==> src/rtl/uart_rx.sv <==
// uart_rx: 8N1 serial receiver.
// The rx line is synchronised, re-aligned on every start bit, sampled at
// mid-bit and shifted LSB first. Each byte lands in a valid/ready holding
// register. A stop bit sampled low raises a framing-error pulse. A byte that
// completes while the holding register is still full raises an overrun pulse.
module uart_rx #(
  parameter int CLKS_PER_BIT = 16,
  parameter int DATA_BITS    = 8
) (
  input  logic                 clk,
  input  logic                 reset,
  input  logic                 rx_pin,
  output logic [DATA_BITS-1:0] rx_data,
  output logic                 rx_valid,
  input  logic                 rx_ready,
  output logic                 frame_err,
  output logic                 overrun,
  output logic                 busy
);

  localparam int CW = $clog2(CLKS_PER_BIT);
  localparam int IW = (DATA_BITS > 1) ? $clog2(DATA_BITS) : 1;

  localparam logic [CW-1:0] CNT_HALF = CW'(CLKS_PER_BIT / 2 - 1);
  localparam logic [CW-1:0] CNT_LAST = CW'(CLKS_PER_BIT - 1);
  localparam logic [IW-1:0] IDX_LAST = IW'(DATA_BITS - 1);

  // Elaboration guard: the mid-bit alignment needs an even oversampling ratio of at least 4.
  if (CLKS_PER_BIT < 4 || (CLKS_PER_BIT % 2) != 0) begin : g_bad_clks_per_bit
    $error("uart_rx: CLKS_PER_BIT must be even and >= 4");
  end
  if (DATA_BITS < 2) begin : g_bad_data_bits
    $error("uart_rx: DATA_BITS must be >= 2");
  end

  typedef enum logic [2:0] {
    WAIT_IDLE = 3'd0,
    IDLE      = 3'd1,
    START     = 3'd2,
    DATA      = 3'd3,
    STOP      = 3'd4
  } state_t;

  state_t               state_q, state_d;
  logic                 sync1_q, sync2_q;
  logic                 rx_s;
  logic [CW-1:0]        cnt_q, cnt_d;
  logic [IW-1:0]        bit_idx_q, bit_idx_d;
  logic [DATA_BITS-1:0] shift_q, shift_d;
  logic [DATA_BITS-1:0] rx_data_q, rx_data_d;
  logic                 rx_valid_q, rx_valid_d;
  logic                 frame_err_q, frame_err_d;
  logic                 overrun_q, overrun_d;
  logic                 busy_q, busy_d;

  assign rx_s = sync2_q;

  // Two-flop synchroniser for the asynchronous rx line; resets to the idle (high) level.
  always_ff @(posedge clk or posedge reset) begin
    if (reset) begin
      sync1_q <= 1'b1;
      sync2_q <= 1'b1;
    end else begin
      sync1_q <= rx_pin;
      sync2_q <= sync1_q;
    end
  end

  // State register for the FSM, the counters and all registered outputs.
  always_ff @(posedge clk or posedge reset) begin
    if (reset) begin
      state_q     <= WAIT_IDLE;
      cnt_q       <= '0;
      bit_idx_q   <= '0;
      shift_q     <= '0;
      rx_data_q   <= '0;
      rx_valid_q  <= 1'b0;
      frame_err_q <= 1'b0;
      overrun_q   <= 1'b0;
      busy_q      <= 1'b0;
    end else begin
      state_q     <= state_d;
      cnt_q       <= cnt_d;
      bit_idx_q   <= bit_idx_d;
      shift_q     <= shift_d;
      rx_data_q   <= rx_data_d;
      rx_valid_q  <= rx_valid_d;
      frame_err_q <= frame_err_d;
      overrun_q   <= overrun_d;
      busy_q      <= busy_d;
    end
  end

  // Next-state logic: framing, bit sampling, holding-register handshake and pulse flags.
  always_comb begin
    state_d     = state_q;
    cnt_d       = cnt_q;
    bit_idx_d   = bit_idx_q;
    shift_d     = shift_q;
    rx_data_d   = rx_data_q;
    frame_err_d = 1'b0;
    overrun_d   = 1'b0;

    // Consumer handshake. A delivery in the STOP branch below overrides this.
    if (rx_valid_q && rx_ready) begin
      rx_valid_d = 1'b0;
    end else begin
      rx_valid_d = rx_valid_q;
    end

    case (state_q)
      WAIT_IDLE: begin
        cnt_d = '0;
        if (rx_s) begin
          state_d = IDLE;
        end else begin
          state_d = WAIT_IDLE;
        end
      end
      IDLE: begin
        cnt_d = '0;
        if (!rx_s) begin
          state_d = START;
        end else begin
          state_d = IDLE;
        end
      end
      START: begin
        if (cnt_q == CNT_HALF) begin
          cnt_d     = '0;
          bit_idx_d = '0;
          if (rx_s) begin
            state_d = IDLE;           // short low glitch, not a start bit
          end else begin
            state_d = DATA;
          end
        end else begin
          cnt_d = cnt_q + CW'(1);
        end
      end
      DATA: begin
        if (cnt_q == CNT_LAST) begin
          cnt_d   = '0;
          shift_d = {rx_s, shift_q[DATA_BITS-1:1]};
          if (bit_idx_q == IDX_LAST) begin
            state_d = STOP;
          end else begin
            bit_idx_d = bit_idx_q + IW'(1);
          end
        end else begin
          cnt_d = cnt_q + CW'(1);
        end
      end
      STOP: begin
        if (cnt_q == CNT_LAST) begin
          cnt_d = '0;
          if (rx_s) begin
            state_d = IDLE;           // allows a start bit right after the stop bit
            if (!rx_valid_q || rx_ready) begin
              rx_data_d  = shift_q;
              rx_valid_d = 1'b1;
            end else begin
              overrun_d = 1'b1;       // keep the unconsumed byte, drop the new one
            end
          end else begin
            frame_err_d = 1'b1;
            state_d     = WAIT_IDLE;
          end
        end else begin
          cnt_d = cnt_q + CW'(1);
        end
      end
      default: begin
        state_d = WAIT_IDLE;
        cnt_d   = '0;
      end
    endcase

    busy_d = (state_d == START) || (state_d == DATA) || (state_d == STOP);
  end

  assign rx_data   = rx_data_q;
  assign rx_valid  = rx_valid_q;
  assign frame_err = frame_err_q;
  assign overrun   = overrun_q;
  assign busy      = busy_q;

endmodule
==> config.mk <==
export PLATFORM = sky130hd
export DESIGN_NAME = uart_rx
export DESIGN_NICKNAME = d
export VERILOG_FILES = /design/src/rtl/uart_rx.sv
export SDC_FILE = /design/constraint.sdc
export NUM_CORES = 1
export LEC_CHECK = 0
export CORE_UTILIZATION = 40
export DETAILED_ROUTE_END_ITERATION = 16
export PLACE_DENSITY_LB_ADDON = 0.3
export SLEW_MARGIN = 20
export SYNTH_ARGS = -nofsm -noshare
export SYNTH_HDL_FRONTEND = slang
export SYNTH_SLANG_ARGS = --single-unit
export TNS_END_PERCENT = 20
==> constraint.sdc <==
create_clock -name clk -period 2.9 [get_ports clk]
set_input_delay 0.87 -clock clk [delete_from_list [all_inputs] [get_ports clk]]
set_output_delay 0.87 -clock clk [all_outputs]
set_load 0.01 [all_outputs]
**Yosys cells after proc, flatten, opt, wreduce, memory -nomap -nowiden**

Cells that the tools add are included.

- Register bits: 32
- Latch bits: 0
- Bits in writable memories: 0
- ROM bits: 0
- Input port bits: 4
- Output and inout bits: 12
- Logic and storage cells: 64
- Memories: 0

- Add/sub/neg operators: 2
- Multipliers: 0
- Div/mod/pow operators: 0
- Order comparisons: 0
- Equality and inequality tests: 13
- Shift-type cells: 0
- Mux-type cells: 27
- Bitwise gates (word level): 0
- Reduce and logical (&&, ||, !) cells: 11

Operator list:

| kind | number |
|---|---|
| 3-bit two-way mux | 7 |
| 3-bit case mux with 5 select lines | 1 |
| 1-bit two-way mux | 13 |
| 3-bit by 2-bit == test with 1-bit output (second input constant) | 4 |
| 3-bit == test (second input constant) | 3 |
| 4-bit two-way mux | 2 |
| 4-bit case mux with 2 select lines | 1 |
| 4-bit AND reduction | 2 |
| 2-bit != test (second input constant) | 3 |
| 3-bit case mux with 2 select lines | 1 |
| 4-bit by 1-bit adder with 4-bit output (second input constant) | 1 |
| 4-bit by 3-bit == test with 1-bit output (second input constant) | 1 |
| 4-bit == test (second input constant) | 1 |
| 2-bit two-way mux | 2 |
| 3-bit by 1-bit adder with 3-bit output (second input constant) | 1 |
| 3-bit by 1-bit == test with 1-bit output (second input constant) | 1 |
| 3-bit zero test | 1 |
| 1-bit logical OR | 3 |
| 2-bit AND reduction | 1 |
| 2-bit nonzero test | 1 |
| 2-bit OR reduction | 1 |
| 1-bit logical AND | 1 |
| 1-bit zero test | 1 |

**Depth between registers and ports, before layout**

Gate-level depths: netlist (run 1).

- Word-level depth: 7
- Mapped depth: 5
- Gate-level depth less buffers: 5

**Worst setup path before layout (run 1)**

No wires, ideal clock.

- Path kind: input-to-reg
- Start point: input rx_ready
- End point: register rx_data_q[0], in the netlist rx_data[0]
- Setup time: 125 ps
- Data arrival time: 1,614 ps
- Data required time: 2,775 ps
- Path slack: 1,161 ps
- Stages on the path: 4
- Path buffers: 1
- Cells stage by stage: nand2b_1 > and4_1 > buf_6 > mux2_2

- Word-level cells in the longest chain between the ends: 2

RTL lines:

| item | RTL line | source |
|---|---|---|
| from (decl) | 15 | `input logic rx_ready,` |
| 1-bit logical OR | 159 | `if (!rx_valid_q \|\| rx_ready) begin` |
| 4-bit AND reduction (no line) | n/a |  |
| to (signal assigned) | 86 | `rx_data_q <= rx_data_d;` |
| to (decl) | 50 | `logic [DATA_BITS-1:0] rx_data_q, rx_data_d;` |

Every way passes these cells.
A chain may end at the register's enable or synchronous reset.

**Worst setup path in the final report (run 1)**

- Start point: register rx_data_q[6], in the netlist rx_data[6]
- End point: output rx_data[6]

RTL lines:

| item | RTL line | source |
|---|---|---|
| to (decl) | 13 | `output logic [DATA_BITS-1:0] rx_data,` |

No word-level cell between the ends.

==> impl_metrics.ini, run 1 <==
[synthesis]
synth-seq-cells = 32
synth_cell_types = 39
synthTopCellsByCount = dfrtp_1 (30), mux2_2 (16), nand3_1 (6), nand2b_1 (4)
synthMuxAreaShare_pct = 12.5
synth_top_family_by_area = simple AND/OR/NAND/NOR gates
synth.area.top_cells = dfrtp_1 (52%), mux2_2 (13%), dfstp_2 (3.7%)
async_reset_ff_share_pct = 100
yosys.area.top_type = dfrtp_1
syn_inst = 111
seq_area_frac_synth_pct = 55.9
synth.top_cell.area_share_pct = 52.3
synth-adder-area-share_pct = 2.61
synth_flop_cell = dfrtp_1
yosys_warnings = 0
syn-cell-area_um2 = 1440
synth_edf_count = 0
synth_compound_area_share_pct = 9.23
syn_nets = 118
synthSimpleGateAreaFrac_pct = 15.4
synth_area_per_cell_um2 = 12.9
synth_most_common_cell = dfrtp_1
yosys.area_share.xor_xnor_pct = 1.83

[global_routing]
grt_overflow = 0
grt_pass1_wl_um = 4020
grt_util_all_layers_pct = 14.9
grt_max_degree = 33
grt_pass1_vias = 889
antenna_found_initial = 0

[clock_tree]
cts_resized = 0
cts_setup_buffers = 0
cts_buffers = 5
insertion_delay_ns = 0.33
tritoncts = yes
ctsHoldBuffers = 0
cts_root_buffer = clkbuf_4
clkTransAtPathRegs_ns = 0.10
h-tree-depth = 2
cts_sinks = 32
clk_path_buf_depth = 2

[critical_path]
r2r_end = rx_data[0]$_DFFE_PP0P_
worst-setup-path-type = flip-flop to primary output
crit_required_ns = 2.03
crit_start = rx_data[6]$_DFFE_PP0P_
path_cells = clkdlybuf4s50_1
crit_path_end = rx_data[6]
worstSetupPathDepth = 1
critPathSlowestCell = clkdlybuf4s50_1
reg2reg_depth = 3
end_kind = primary output
critPathLaunchType = flip-flop
crit_path_max_incr_delay_ns = 0.54
critical-path-top-delay-family = buffers and inverters
r2r_slack_ns = 1.01
r2r_start = state_q[0]$_DFF_PP0_
critPathBufInv = 1
cp_max_fo = 2
crit_arrival_ns = 1.23

[power]
p_leak_uw = 0.000776
p_sw_uw = 402
combPwrFrac_pct = 24.6
cellPowerDensity_nw_per_um2 = 732
p_int_uw = 845
switching_share_pct = 32.2
ir_worst_vdd_uv = 377
clkPwrFrac_pct = 26.2
p_seq_share_pct = 49.3

[route]
routedWlPerCell_um = 13.8
drtIter0Drc = 20
avgViaCountPerCell = 5.26
drt_first_pass_iters = 4
drcViolationCount = 0
ant_nets = 0
finalWirelength_um = 2460
vias = 937

[placed_design]
globalplace.congestion = 0.752
dpl.hpwl_um = 1630
dpl_worst_slack_ns = 0.472
dpl_cell_area_um2 = 1630
portBuffers = 15

[sta]
worstMarginPinSlew_ns = 0.480
skew_ns = 0.00572
drv_slew = 0
hold_viol = 0
max_slew_margin_pct = 68.0
rsz0062_at_grt = false
finalSetupTns_ns = 0
fin_ws_ns = 0.800
max_freq_ghz = 0.476
post-route-period-util_pct = 72.4
fin_crit_ns = 2.10
setup_viol = 0

[die]
die_w_um = 61.9
die_y_um = 61.9
core_area_um2 = 3390
core.rowCount = 21
io_pins = 16
die_area_um2 = 3830
start_util_pct = 42.4

[layout]
diodes = 0
areaGrowthSynthToFinish_pct = 18.6
finalInstanceArea_um2 = 1700
nets = 138
drive_gt1_share_pct = 23.5
post-route-util_pct = 50.3

[status]
status = completed

[hold_path]
whs_path_depth = 0
hp-class = flip-flop to flip-flop

[job]
max-cap-violations = 0
==> stage by stage <==
stage | total power, µW | std cells | hold WS, ns
detailed placement | 925 | 170 | 0.351
CTS | 1260 | 178 | 0.369
floorplan | 857 | 111 | 0.345
global route | 1340 | 178 | 0.390
global placement | 906 | 170 | 0.348
finish | 1250 | 178 | 0.373
==> layer usage <==
layer	global-route usage [%]	vias up	wire, µm
met3	4.35	11	71
met4	7.62	0	56
met5	0	-	0
met1	19.9	457	1180
met2	22.0	23	1150
li1	-	446	-
==> area by class of cell <==
cell class              count  area [µm²]
clock buffers               6        41.3
multi-input cells          73         598
flip-flops and latches     32         803
fillers                   283        1690
well taps                  46        57.6
clock inverters             2        35.0
inverters                   3        11.3
repair buffers             16         158
==> state kept, by name, summed over array words and instances, names as in the netlist <==
| signal | flops |
|---|---|
| sync1_q | 1 |
| state_q | 3 |
| rx_data | 8 |
| rx_valid | 1 |
| frame_err | 1 |
| cnt_q | 4 |
| bit_idx_q | 3 |
| shift_q | 8 |
| rx_s | 1 |
| busy | 1 |
| overrun | 1 |
==> kinds of logic (layout without fill, tap and decap cells) <==
logic type	count (synthesis)	count (layout)
buf+inv	6	27
fa+ha+maj	3	3
mux	16	16
compound gates	18	18
simple gates	33	33
flops	32	32
xor+xnor	3	3
==> power groups by stage <==
stage	Clock (µW)	Sequential (µW)	Combinational, µW
final	326	614	306
after global routing	356	629	353
after CTS	340	613	308
after detailed placement	0	618	307
after global placement	0	613	293
after floorplan	0	577	280
==> worst reg2reg max path: cells and delay by family (launching register included) <==
kind / cells / cell delay (ns)
and+or+nand+nor: 2 / 0.84
DFF: 1 / 0.56
muxes: 1 / 0.39
==> placed cells by master (no fill, tap or decap), types with 2 or more instances in the layout <==
master,n
dfrtp_1,30
mux2_2,16
clkdlybuf4s50_1,15
nand3_1,6
clkbuf_4,5
nand2b_1,4
and2_1,3
inv_1,3
nor2b_1,3
a21oi_1,3
nand2_1,3
o21ai_0,3
o211ai_1,3
ha_1,3
and4_1,2
xnor2_1,2
nor2_1,2
dfstp_2,2
==> how the worst min path moves through the flow <==
stage	slack [ns]	startpoint	to
floorplan	0.35	sync1_q$_DFF_PP1_	rx_s$_DFF_PP1_
global placement	0.35	sync1_q$_DFF_PP1_	rx_s$_DFF_PP1_
detailed placement	0.35	sync1_q$_DFF_PP1_	rx_s$_DFF_PP1_
CTS	0.37	sync1_q$_DFF_PP1_	rx_s$_DFF_PP1_
global route	0.39	sync1_q$_DFF_PP1_	rx_s$_DFF_PP1_
finish	0.37	sync1_q$_DFF_PP1_	rx_s$_DFF_PP1_
(Power assumes the default switching activity.)
==> inputs of run 2 (changes only) <==
==> constraint.sdc (replaced) <==
create_clock -name clk -period 1.7 [get_ports clk]
set_input_delay 0.51 -clock clk [delete_from_list [all_inputs] [get_ports clk]]
set_output_delay 0.51 -clock clk [all_outputs]
set_load 0.01 [all_outputs]
==> run 2 against run 1 <==
  * Via count is 3.4% higher
  * First-iteration DRC count is 20% lower
  * Setup slack worse by 0.72 ns
  * Flip-flop and latch count stayed put
  * Sequential power is 62% higher
  * Global-route usage is 1.2 points higher
  * Critical path type is now flip-flop to flip-flop
  * Critical endpoint is now rx_data[4]$_DFFE_PP0P_
  * Largest cell class unchanged
  * Largest power group unchanged
==> impl_metrics.ini, run 2 (synthesized netlist as in run 1, its figures left out) <==
[status]
status = completed

[layout]
finalInstanceArea_um2 = 1790
fill_cells = 300
drive_gt1_share_pct = 29.1
seqCellArea_um2 = 803
nets = 147
multi_input_area_um2 = 611
diodes = 0
areaGrowthSynthToFinish_pct = 24.3
layout_commonest_cell = dfrtp_1
final_cell_mix = dfrtp_1 (30), mux2_2 (16), dlygate4sd2_1 (11)

[sta]
post-route-period-util_pct = 95.5
hold_viol = 0
max_freq_ghz = 0.616
max_slew_margin_pct = 81.8
rsz0062_at_grt = false
fin_crit_ns = 1.62
drv_slew = 0
finalSetupTns_ns = 0
setup_viol = 0
fin_hold_ws_ns = 0.364
skew_ns = 0.0107
worstMarginPinSlew_ns = 0.268

[clock_tree]
clkTransAtPathRegs_ns = 0.10
cts_root_buffer = clkbuf_4
h-tree-depth = 2
insertion_delay_ns = 0.32
cts_sinks = 32
tritoncts = yes
clk_path_buf_depth = 2
cts_buffers = 5
ctsHoldBuffers = 0

[die]
core.rowCount = 21
die_area_um2 = 3830
die_w_um = 61.9
io_pins = 16
die_y_um = 61.9
core_area_um2 = 3390
start_util_pct = 42.4

[critical_path]
r2r_slack_ns = 0.08
r2r_start = cnt_q[0]$_DFF_PP0_
critPathLaunchType = flip-flop
worst-setup-path-type = flip-flop to flip-flop
crit_arrival_ns = 1.84
end_kind = flip-flop
reg2reg_depth = 5
crit_required_ns = 1.92
path_cells = ha_4 -> and3_1 -> and4_1 -> buf_4 -> mux2_2
cp_max_fo = 5
critPathSlowestCell = dfrtp_1
r2r_end = rx_data[4]$_DFFE_PP0P_
crit_path_max_incr_delay_ns = 0.43

[power]
total_power_uw = 2230
cellPowerDensity_nw_per_um2 = 1250
p_leak_uw = 0.000878
ir_worst_vdd_uv = 922

[placed_design]
dpl_cell_area_um2 = 1710
globalplace.congestion = 0.754
portBuffers = 15
dpl.hpwl_um = 1920

[route]
vias = 969
finalWirelength_um = 2600
drt_first_pass_iters = 5
avgViaCountPerCell = 5.18
drtIter0Drc = 16
ant_nets = 0
routedWlPerCell_um = 13.9
drcViolationCount = 0

[global_routing]
grt_max_degree = 33
grt_overflow = 0
grt_pass1_wl_um = 4250
grt_pass1_vias = 966
antenna_found_initial = 0
grt_util_all_layers_pct = 16.1

[hold_path]
hold_path_end = rx_s$_DFF_PP1_
hp-class = flip-flop to flip-flop
whs_path_depth = 0
min_from = sync1_q$_DFF_PP1_

[job]
max-cap-violations = 0
==> run 2: changes by cell type in the layout (fill, tap and decap cells not counted), sizes merged <==
cell	previous run	this run
clkdlybuf4s50	15	3
dlygate4sd2	0	11
buf	1	10
dlymetal6s2s	0	1
==> run 2: worst max-delay path by stage <==
stage	startpoint	end	slack (ns)	cells after the start
global placement	rx_ready	rx_data[3]$_DFFE_PP0P_	-0.15	5
floorplan	cnt_q[0]$_DFF_PP0_	rx_data[0]$_DFFE_PP0P_	0.17	5
CTS	busy$_DFF_PP0_	busy	0.004	1
detailed placement	rx_ready	rx_data[4]$_DFFE_PP0P_	-0.21	5
global route	cnt_q[0]$_DFF_PP0_	rx_data[5]$_DFFE_PP0P_	0.02	5
finish	cnt_q[0]$_DFF_PP0_	rx_data[4]$_DFFE_PP0P_	0.08	5
==> run 2: power breakdown <==
group	switching, µW	internal, µW	leakage (µW)
sequential	113	882	0.000417
combinational	349	327	0.000419
clock	248	308	0.0000422
==> run 2: area by class of cell <==
class                           instances  area share (%)
Tap cell                               46            3.22
Timing Repair Buffer                   25            12.7
Clock inverter                          2            1.96
Multi-Input combinational cell         73            34.2
Clock buffer                            6            2.31
Sequential cell                        32            45.0
Inverter                                3           0.631
==> run 2: critical path: cells and delay by family (launching register included) <==
kind | cells | cell delay (ns)
buf+inv | 1 | 0.15
simple gates | 2 | 0.43
fa+ha+maj | 1 | 0.18
mux | 1 | 0.33
flops | 1 | 0.43
==> run 2: metrics by stage <==
stage                     cells  utilization (%)  setup slack [ns]
final                       187             52.7            0.0772
after global routing        187             52.7            0.0215
after global placement      179             50.4            -0.151
after CTS                   187             52.2           0.00416
after detailed placement    179             50.4            -0.205
after floorplan             111                -             0.175
==> run 2: what timing repair did <==
action,in CTS,in global routing
buffers inserted,0,0
setup endpoints to repair,11,9
resized for setup,11,3
hold endpoints to repair,0,0
==> run 2: metal layers <==
metal | wire [µm] | track usage, %
met1 | 1170 | 19.3
met2 | 1270 | 25.2
met3 | 111 | 4.97
met4 | 49 | 10.5
met5 | 0 | 0
